==> src/rtl/router_fifo.sv <==
// Per-destination output FIFO of the 1x3 router. Each entry carries a header flag
// so the read side can count down a packet and pulse pkt_rd_done after its parity byte.
module router_fifo #(
  parameter int DATA_W = 8,
  parameter int DEPTH  = 16,
  parameter int ADDR_W = 4
) (
  input  logic              clock,
  input  logic              reset,
  input  logic              soft_reset,
  input  logic              write_enb,
  input  logic              read_enb,
  input  logic              lfd_state,
  input  logic [DATA_W-1:0] data_in,
  output logic [DATA_W-1:0] data_out,
  output logic              full,
  output logic              empty,
  output logic              pkt_rd_done
);

  logic [DATA_W:0] mem [DEPTH];
  logic [ADDR_W:0] wr_ptr;
  logic [ADDR_W:0] rd_ptr;
  logic [5:0]      pkt_cnt;
  logic            wr_acc;
  logic            rd_acc;
  logic            clear;
  logic [DATA_W:0] rd_entry;

  // One extra pointer bit separates the full case from the empty case.
  assign empty    = (wr_ptr == rd_ptr);
  assign full     = (wr_ptr[ADDR_W] != rd_ptr[ADDR_W]) &&
                    (wr_ptr[ADDR_W-1:0] == rd_ptr[ADDR_W-1:0]);
  assign wr_acc   = write_enb && !full;
  assign rd_acc   = read_enb && !empty;
  assign clear    = reset || soft_reset;
  assign rd_entry = mem[rd_ptr[ADDR_W-1:0]];

  always_ff @(posedge clock) begin
    if (clear) begin
      for (int i = 0; i < DEPTH; i++) begin
        mem[i] <= '0;
      end
    end else if (wr_acc) begin
      mem[wr_ptr[ADDR_W-1:0]] <= {lfd_state, data_in};
    end
  end

  always_ff @(posedge clock) begin
    if (clear) begin
      wr_ptr <= '0;
      rd_ptr <= '0;
    end else begin
      if (wr_acc) begin
        wr_ptr <= wr_ptr + 1'b1;
      end
      if (rd_acc) begin
        rd_ptr <= rd_ptr + 1'b1;
      end
    end
  end

  // A header reloads the count with payload length plus parity; stray bytes at zero are ignored.
  always_ff @(posedge clock) begin
    if (clear) begin
      data_out    <= '0;
      pkt_cnt     <= '0;
      pkt_rd_done <= 1'b0;
    end else begin
      pkt_rd_done <= 1'b0;
      if (rd_acc) begin
        data_out <= rd_entry[DATA_W-1:0];
        if (rd_entry[DATA_W]) begin
          pkt_cnt <= rd_entry[7:2] + 6'd1;
        end else if (pkt_cnt != 6'd0) begin
          pkt_cnt <= pkt_cnt - 6'd1;
          if (pkt_cnt == 6'd1) begin
            pkt_rd_done <= 1'b1;
          end
        end
      end
    end
  end

endmodule

==> config.mk <==
export PLATFORM = sky130hd
export DESIGN_NAME = router_fifo
export DESIGN_NICKNAME = d
export VERILOG_FILES = /design/src/rtl/router_fifo.sv
export SDC_FILE = /design/constraint.sdc
export NUM_CORES = 1
export LEC_CHECK = 0
export ABC_AREA = 1
export BUFFER_PORTS_ARGS = -buffer_cell sky130_fd_sc_hd__buf_2
export CORE_MARGIN = 8
export CORE_UTILIZATION = 45
export CTS_CLUSTER_DIAMETER = 60
export DETAILED_ROUTE_END_ITERATION = 8
export GPL_ROUTABILITY_DRIVEN = 0
export GPL_TIMING_DRIVEN = 1
export PLACE_DENSITY = 0.66
export SYNTH_ARGS = -nofsm -noshare
export SYNTH_HDL_FRONTEND = slang
export SYNTH_SLANG_ARGS = --single-unit
==> constraint.sdc <==
create_clock -name clock -period 4.6 [get_ports clock]
set_input_delay 0.23 -clock clock [delete_from_list [all_inputs] [get_ports clock]]
set_output_delay 0.23 -clock clock [all_outputs]
set_load 0.02 [all_outputs]
==> impl_summary.txt, run 1 <==
----------------------------------------------------
[Logic synthesis]
  Area fraction of the dominant cell type after synthesis ... 53.6%
  Dominant cell type by area after synthesis ... sky130_fd_sc_hd__edfxtp_1
  Post-synthesis net count ... 889
  Post-synthesis share of cell area spent on xor and xnor gates ... 0.868%
  Post-synthesis average cell area ... 9.31 sq um
  Top cells by count, synth ... sky130_fd_sc_hd__nor2_1, sky130_fd_sc_hd__nand2_1, sky130_fd_sc_hd__edfxtp_1, sky130_fd_sc_hd__inv_1, sky130_fd_sc_hd__nand3_1
  Most numerous cell in the Yosys netlist ... sky130_fd_sc_hd__nor2_1
  Synth Warn # ... 0
  Post-synthesis compound-gate area fraction ... 7.81%
  Simple-gate portion of the synthesized area ... 22.6%
  Dominant combinational cell family by area after synthesis ... simple AND/OR/NAND/NOR gates
  Primary FF master, synth ... sky130_fd_sc_hd__edfxtp_1
  Post-synthesis share of cell area spent on full adders, half adders and majority gates ... 1.24%
  Number of storage elements in the synthesis netlist ... 173
  Post-synth ARST share ... 0%
  Part of the Yosys area used for sequential elements ... 60.7%
  Syn Std Cell Area ... 8070 sq um
  Fraction of synthesized area in multiplexers ... 0%
  Distinct cells, synth ... 34
  Gate count after technology mapping ... 867
  EDFF count, synth ... 144
  Area contributors post-synth ... sky130_fd_sc_hd__edfxtp_1, sky130_fd_sc_hd__nor2_1, sky130_fd_sc_hd__dfxtp_1

[Final layout]
  Count of fill cells added during filler insertion ... 1682
  Share of post-route cells with drive strength above 1 ... 9.83%
  Signed area change from the synthesized netlist to the final layout ... 10.0%
  Final layout net count ... 894
  Antenna fix cells ... 0

[Floorplanning]
  Die Span Y ... 150 um
  Die W ... 150 um
  Standard-cell row count ... 49
  Starting Density ... 45.4%
  Count of pins on the block boundary ... 25
  DIE AREA ... 22500 sq um
  Core outline area ... 17800 sq um

[Power and ir drop]
  Pwr Density ... 390 nW/um^2
  Total power after layout ... 3460 uW
  Worst vdd ir ... 0.251 mV
  Pleak ... 0.00369 uW

[STA]
  Accumulated negative setup slack ... 0 ps
  Number of hold violations in the final report ... 0
  Slew Viols, Final ... 0
  Period utilisation layout ... 55.8%
  Maximum frequency from static timing analysis ... 389 MHz
  Slew of the pin with the lowest slew margin ... 902 ps
  Layout Skew ... 9.70 ps
  Max transition margin ... 39.8%
  # setup viols final ... 0
  Unrepaired setup endpoints after global routing ... false
  Final min period ... 2570 ps

[Job]
  Number of max-capacitance violations reported ... 0

[Worst setup path]
  Worst Path Class, Setup ... reg -> reg
  Maximum fanout count along the critical path ... 82
  Worst R2R Path Depth ... 13
  Startpoint Class ... flop
  Critical Path End Type ... flop
  Worst Path Arrival ... 2890 ps
  CP required ... 4920 ps

[GRT]
  Antenna violations before repair ... 0
  Overflow left after global routing ... 0
  Vias in the first global route ... 5709
  Wire length of the first global-routing pass ... 32000 um
  Largest net degree at the start of global routing ... 83
  Total global routing track utilization ... 19.0%

[Routing]
  Wire length on met3 ... 1580 um
  Antenna-violating nets left ... 0
  DRC violations left ... 0
  Drt total wl ... 20600 um
  Number of detailed-route iterations in the first pass ... 5
  Detail-routed via count per cell ... 5.42
  Average routed wire per standard cell ... 18.5 um
  DRC violation total after the first TritonRoute iteration ... 656
  Detailed route wirelength on metal2 ... 9400 um
  Count of vias placed by the detailed router ... 6037
  Highest signal layer in the routed design ... met4
  Routed met1 length ... 9010 um

[Clock network]
  Clk Latency, worst-skew pair ... 430 ps
  Maximum level of the CTS H-tree ... 4
  Root buffer cell ... sky130_fd_sc_hd__clkbuf_16
  # resized after CTS ... 0
  Count of hold-fix buffers inserted at cts ... 0
  Total setup buffers inserted after CTS ... 0
  Maximum root-to-sink buffer count ... 2
  TritonCTS clock tree ... built
  Number of clock sinks ... 173
  Clk pin slew, worst setup/hold paths ... 70 ps
  Number of buffers created by CTS ... 17

[Place]
  Number of port buffers ... 24
  DP HPWL ... 13300 um

[Min path]
  WHS Path Cells ... 3
  Class of the worst hold path ... in -> reg

[Status]
  Status ... finished clean

----------------------------------------------------
[worst max-delay path: stages (launching register included)]
cell and delay (ps):
sky130_fd_sc_hd__dfxtp_2 330, sky130_fd_sc_hd__buf_4 630, sky130_fd_sc_hd__nand2_1 260, sky130_fd_sc_hd__nand2_1 140, sky130_fd_sc_hd__nand2_1 50, sky130_fd_sc_hd__nand3_1 80
sky130_fd_sc_hd__nand3_1 120, sky130_fd_sc_hd__nand2_1 140, sky130_fd_sc_hd__ha_1 200, sky130_fd_sc_hd__nand2_1 80, sky130_fd_sc_hd__nand2_1 70, sky130_fd_sc_hd__nor2_1 50
sky130_fd_sc_hd__nor3_1 180, sky130_fd_sc_hd__nor2_1 70
[registers in the layout (all words and copies together) (netlist names), named ones only]
register	flops
mem	144
data_out	8
pkt_cnt	6
rd_ptr	5
wr_ptr	5
pkt_rd_done	1
[layout by cell type, fill, tap and decap left out, types with 6 or more instances in the layout]
cell,count
sky130_fd_sc_hd__a21oi_1,21
sky130_fd_sc_hd__a31oi_1,6
sky130_fd_sc_hd__buf_2,24
sky130_fd_sc_hd__clkbuf_16,17
sky130_fd_sc_hd__clkinv_1,6
sky130_fd_sc_hd__dfxtp_1,28
sky130_fd_sc_hd__edfxtp_1,144
sky130_fd_sc_hd__ha_1,8
sky130_fd_sc_hd__inv_1,74
sky130_fd_sc_hd__inv_2,7
sky130_fd_sc_hd__nand2_1,153
sky130_fd_sc_hd__nand2_2,15
sky130_fd_sc_hd__nand3_1,59
sky130_fd_sc_hd__nor2_1,200
sky130_fd_sc_hd__o211ai_1,15
sky130_fd_sc_hd__o21ai_0,49
sky130_fd_sc_hd__o21ai_1,8
sky130_fd_sc_hd__o221ai_1,7
[metrics by stage]
step                cell area [sq um]  util (%)  hold slack (ps)  setup WS [ps]  instances
finish                           8880      50.0              122           2030       1114
CTS                              8880      50.0              127           2100       1114
detailed placement               8290      46.6              468           2090       1082
global route                     8880      50.0              134           1760       1114
floorplan                        8070         -              414           2520        867
global placement                 8290      46.6              460           2130       1082
[cell families after synthesis]
family	count (synthesis)
and+or+nand+nor	442
DFF	173
adders and majority gates	8
AOI/OAI and AO/OA	110
buffers and inverters	126
xor gates and xnor gates	8
[final timing paths]
kind	slack [ps]	from	endpoint
setup / recovery	2030	flop	pkt_cnt[2]
hold reg to reg	480	rd_ptr[4]	rd_ptr[4]
setup reg to reg	2030	flop	pkt_cnt[2]
hold / removal	120	write_enb	wr_ptr[1]
[final cells by class]
class	count	area, sq um	share of cell area [%]
Clock buffer	17	425	4.79
Clock inverter	15	169	1.90
Inverter	83	312	3.51
Multi-Input combinational cell	568	2630	29.6
Sequential cell	173	4910	55.2
Tap cell	229	287	3.23
Timing Repair Buffer	29	158	1.78
[power breakdown]
part	switching, uW	internal [uW]
clock	600	850
combinational	181	56.7
sequential	21.8	1750
[routing by layer]
metal | global-route usage (%) | up-vias
li1 | - | 2886
met1 | 25.8 | 2866
met4 | 6.90 | 0
met2 | 29.0 | 246
met3 | 4.66 | 39
met5 | 0 | -
Note: power is estimated with default switching activity, not from simulation.
==> run 2, diff against run 1 <==
clock period = 2.45 ns   (was 4.6 ns; I/O delays follow)
==> run 2 against run 1 <==
Against the previous run: clock-buffer cell count is 5 higher; non-clock buffer count is 15 higher; final cell count is 1.3% higher; clock skew is 2.6 ps lower; critical path type unchanged; largest cell class unchanged.
==> impl_summary.txt, run 2 (synthesized netlist as in run 1, its figures left out) <==
----------------------------------------------------
[Status]
  Status ... finished clean

[STA]
  Layout Skew ... 7.08 ps
  Unrepaired setup endpoints after global routing ... false
  Slew of the pin with the lowest slew margin ... 866 ps
  Final min period ... 2150 ps
  Maximum frequency from static timing analysis ... 466 MHz
  Slew Viols, Final ... 0
  Number of hold violations in the final report ... 0
  Accumulated negative setup slack ... 0 ps
  Max transition margin ... 42.2%
  Period utilisation layout ... 87.6%
  # setup viols final ... 0

[Clock network]
  TritonCTS clock tree ... built
  Root buffer cell ... sky130_fd_sc_hd__clkbuf_16
  Clk pin slew, worst setup/hold paths ... 70 ps
  Maximum root-to-sink buffer count ... 2
  Clk Latency, worst-skew pair ... 430 ps
  Number of buffers created by CTS ... 17
  Maximum level of the CTS H-tree ... 4
  Total setup buffers inserted after CTS ... 0
  Count of hold-fix buffers inserted at cts ... 1
  # resized after CTS ... 0
  Number of clock sinks ... 173

[Routing]
  Drt total wl ... 20500 um
  Average routed wire per standard cell ... 18.2 um
  Count of vias placed by the detailed router ... 6108
  Routed met1 length ... 8610 um
  Antenna-violating nets left ... 0
  Detail-routed via count per cell ... 5.41
  DRC violations left ... 0
  DRC violation total after the first TritonRoute iteration ... 712
  Highest signal layer in the routed design ... met4
  Number of detailed-route iterations in the first pass ... 6
  Detailed route wirelength on metal2 ... 10000 um
  Wire length on met3 ... 1240 um

[Place]
  Number of placed instances with taps included ... 1096
  Number of port buffers ... 24
  DP HPWL ... 13600 um

[Worst setup path]
  Critical Path End Type ... flop
  Worst Path Arrival ... 2220 ps
  Worst Path Class, Setup ... reg -> reg
  CP required ... 2530 ps
  Startpoint Class ... flop
  Maximum fanout count along the critical path ... 9

[Floorplanning]
  Die Span Y ... 150 um
  Core outline area ... 17800 sq um
  Die W ... 150 um
  DIE AREA ... 22500 sq um
  Starting Density ... 45.4%
  Count of pins on the block boundary ... 25
  Standard-cell row count ... 49

[Power and ir drop]
  Fraction of power consumed by sequential logic ... 49.4%
  Net Switching ... 1510 uW
  Gate power share ... 6.8%
  Cell Int Power ... 5250 uW
  Clock Power Share ... 43.8%
  Pwr Density ... 744 nW/um^2
  Pleak ... 0.00381 uW
  Fraction of power spent switching nets ... 22.3%
  Worst vdd ir ... 0.495 mV

[Final layout]
  Final layout net count ... 909
  Share of post-route cells with drive strength above 1 ... 11.1%
  Signed area change from the synthesized netlist to the final layout ... 12.5%
  Largest register by flop count ... mem
  Commonest non-fill, non-tap cell in the layout ... sky130_fd_sc_hd__nor2_1
  Finished Core Util ... 51.1%
  Final non-filler cell total ... 1129
  Antenna fix cells ... 0
  Number of flip-flops in the largest register ... 144
  Highest-count cells in the layout ignoring fill and taps ... sky130_fd_sc_hd__nor2_1, sky130_fd_sc_hd__nand2_1, sky130_fd_sc_hd__edfxtp_1, sky130_fd_sc_hd__inv_1, sky130_fd_sc_hd__nand3_1
  Biggest registers after layout ... mem (144), data_out (8), pkt_cnt (6)

[GRT]
  Wire length of the first global-routing pass ... 31400 um
  Largest net degree at the start of global routing ... 63
  Total global routing track utilization ... 18.8%
  Vias in the first global route ... 5785
  Overflow left after global routing ... 0
  Antenna violations before repair ... 0

[Job]
  Number of max-capacitance violations reported ... 0

[Min path]
  Class of the worst hold path ... in -> reg

----------------------------------------------------
[run 2: path summary, 6_finish.rpt]
path            endpoint  cells after the start  slack (ps)      start
max           mem[15][1]                     10         300  rd_ptr[0]
min          pkt_rd_done                      3         100   read_enb
max reg2reg   mem[15][1]                     10         300  rd_ptr[0]
min reg2reg    rd_ptr[4]                      1         490  rd_ptr[4]
[run 2: final cells by class]
class	count	area, sq um
fill	1638	8700
clock inverter	10	188
tap	229	287
multi-input combinational	568	2630
inverter	83	312
clock buffer	22	454
sequential	173	4910
timing repair buffer	44	310
[run 2: metrics by stage]
stage	power [uW]	setup slack, ps	cell area (sq um)	hold slack (ps)
after global routing	6920	111	9080	99.5
after detailed placement	3860	328	8430	444
final	6750	305	9080	96.9
after floorplan	3690	369	8070	306
after global placement	3850	362	8430	451
after CTS	6760	310	9080	86.1
[run 2: worst max-delay path, cell delays in order (launching register included)]
cell	delay, ps
sky130_fd_sc_hd__dfxtp_1	430
sky130_fd_sc_hd__xnor2_1	100
sky130_fd_sc_hd__nand4_1	100
sky130_fd_sc_hd__nor2_1	70
sky130_fd_sc_hd__inv_2	60
sky130_fd_sc_hd__nand2_2	60
sky130_fd_sc_hd__inv_2	70
sky130_fd_sc_hd__nand2_1	100
sky130_fd_sc_hd__nor2_2	320
sky130_fd_sc_hd__nand2_1	120
sky130_fd_sc_hd__nand2_1	360
[run 2: power by group through the flow]
stage	Clock, uW	Combinational (uW)	Sequential (uW)
floorplan	0	304	3380
global placement	0	457	3400
detailed placement	0	458	3400
CTS	2970	462	3340
global route	3070	507	3340
finish	2960	461	3330
[run 2: routing by layer]
layer | up-vias | GRT usage (%)
met5 | - | 0
met4 | 0 | 9.65
met2 | 220 | 30.6
li1 | 2921 | -
met3 | 47 | 2.87
met1 | 2920 | 23.9
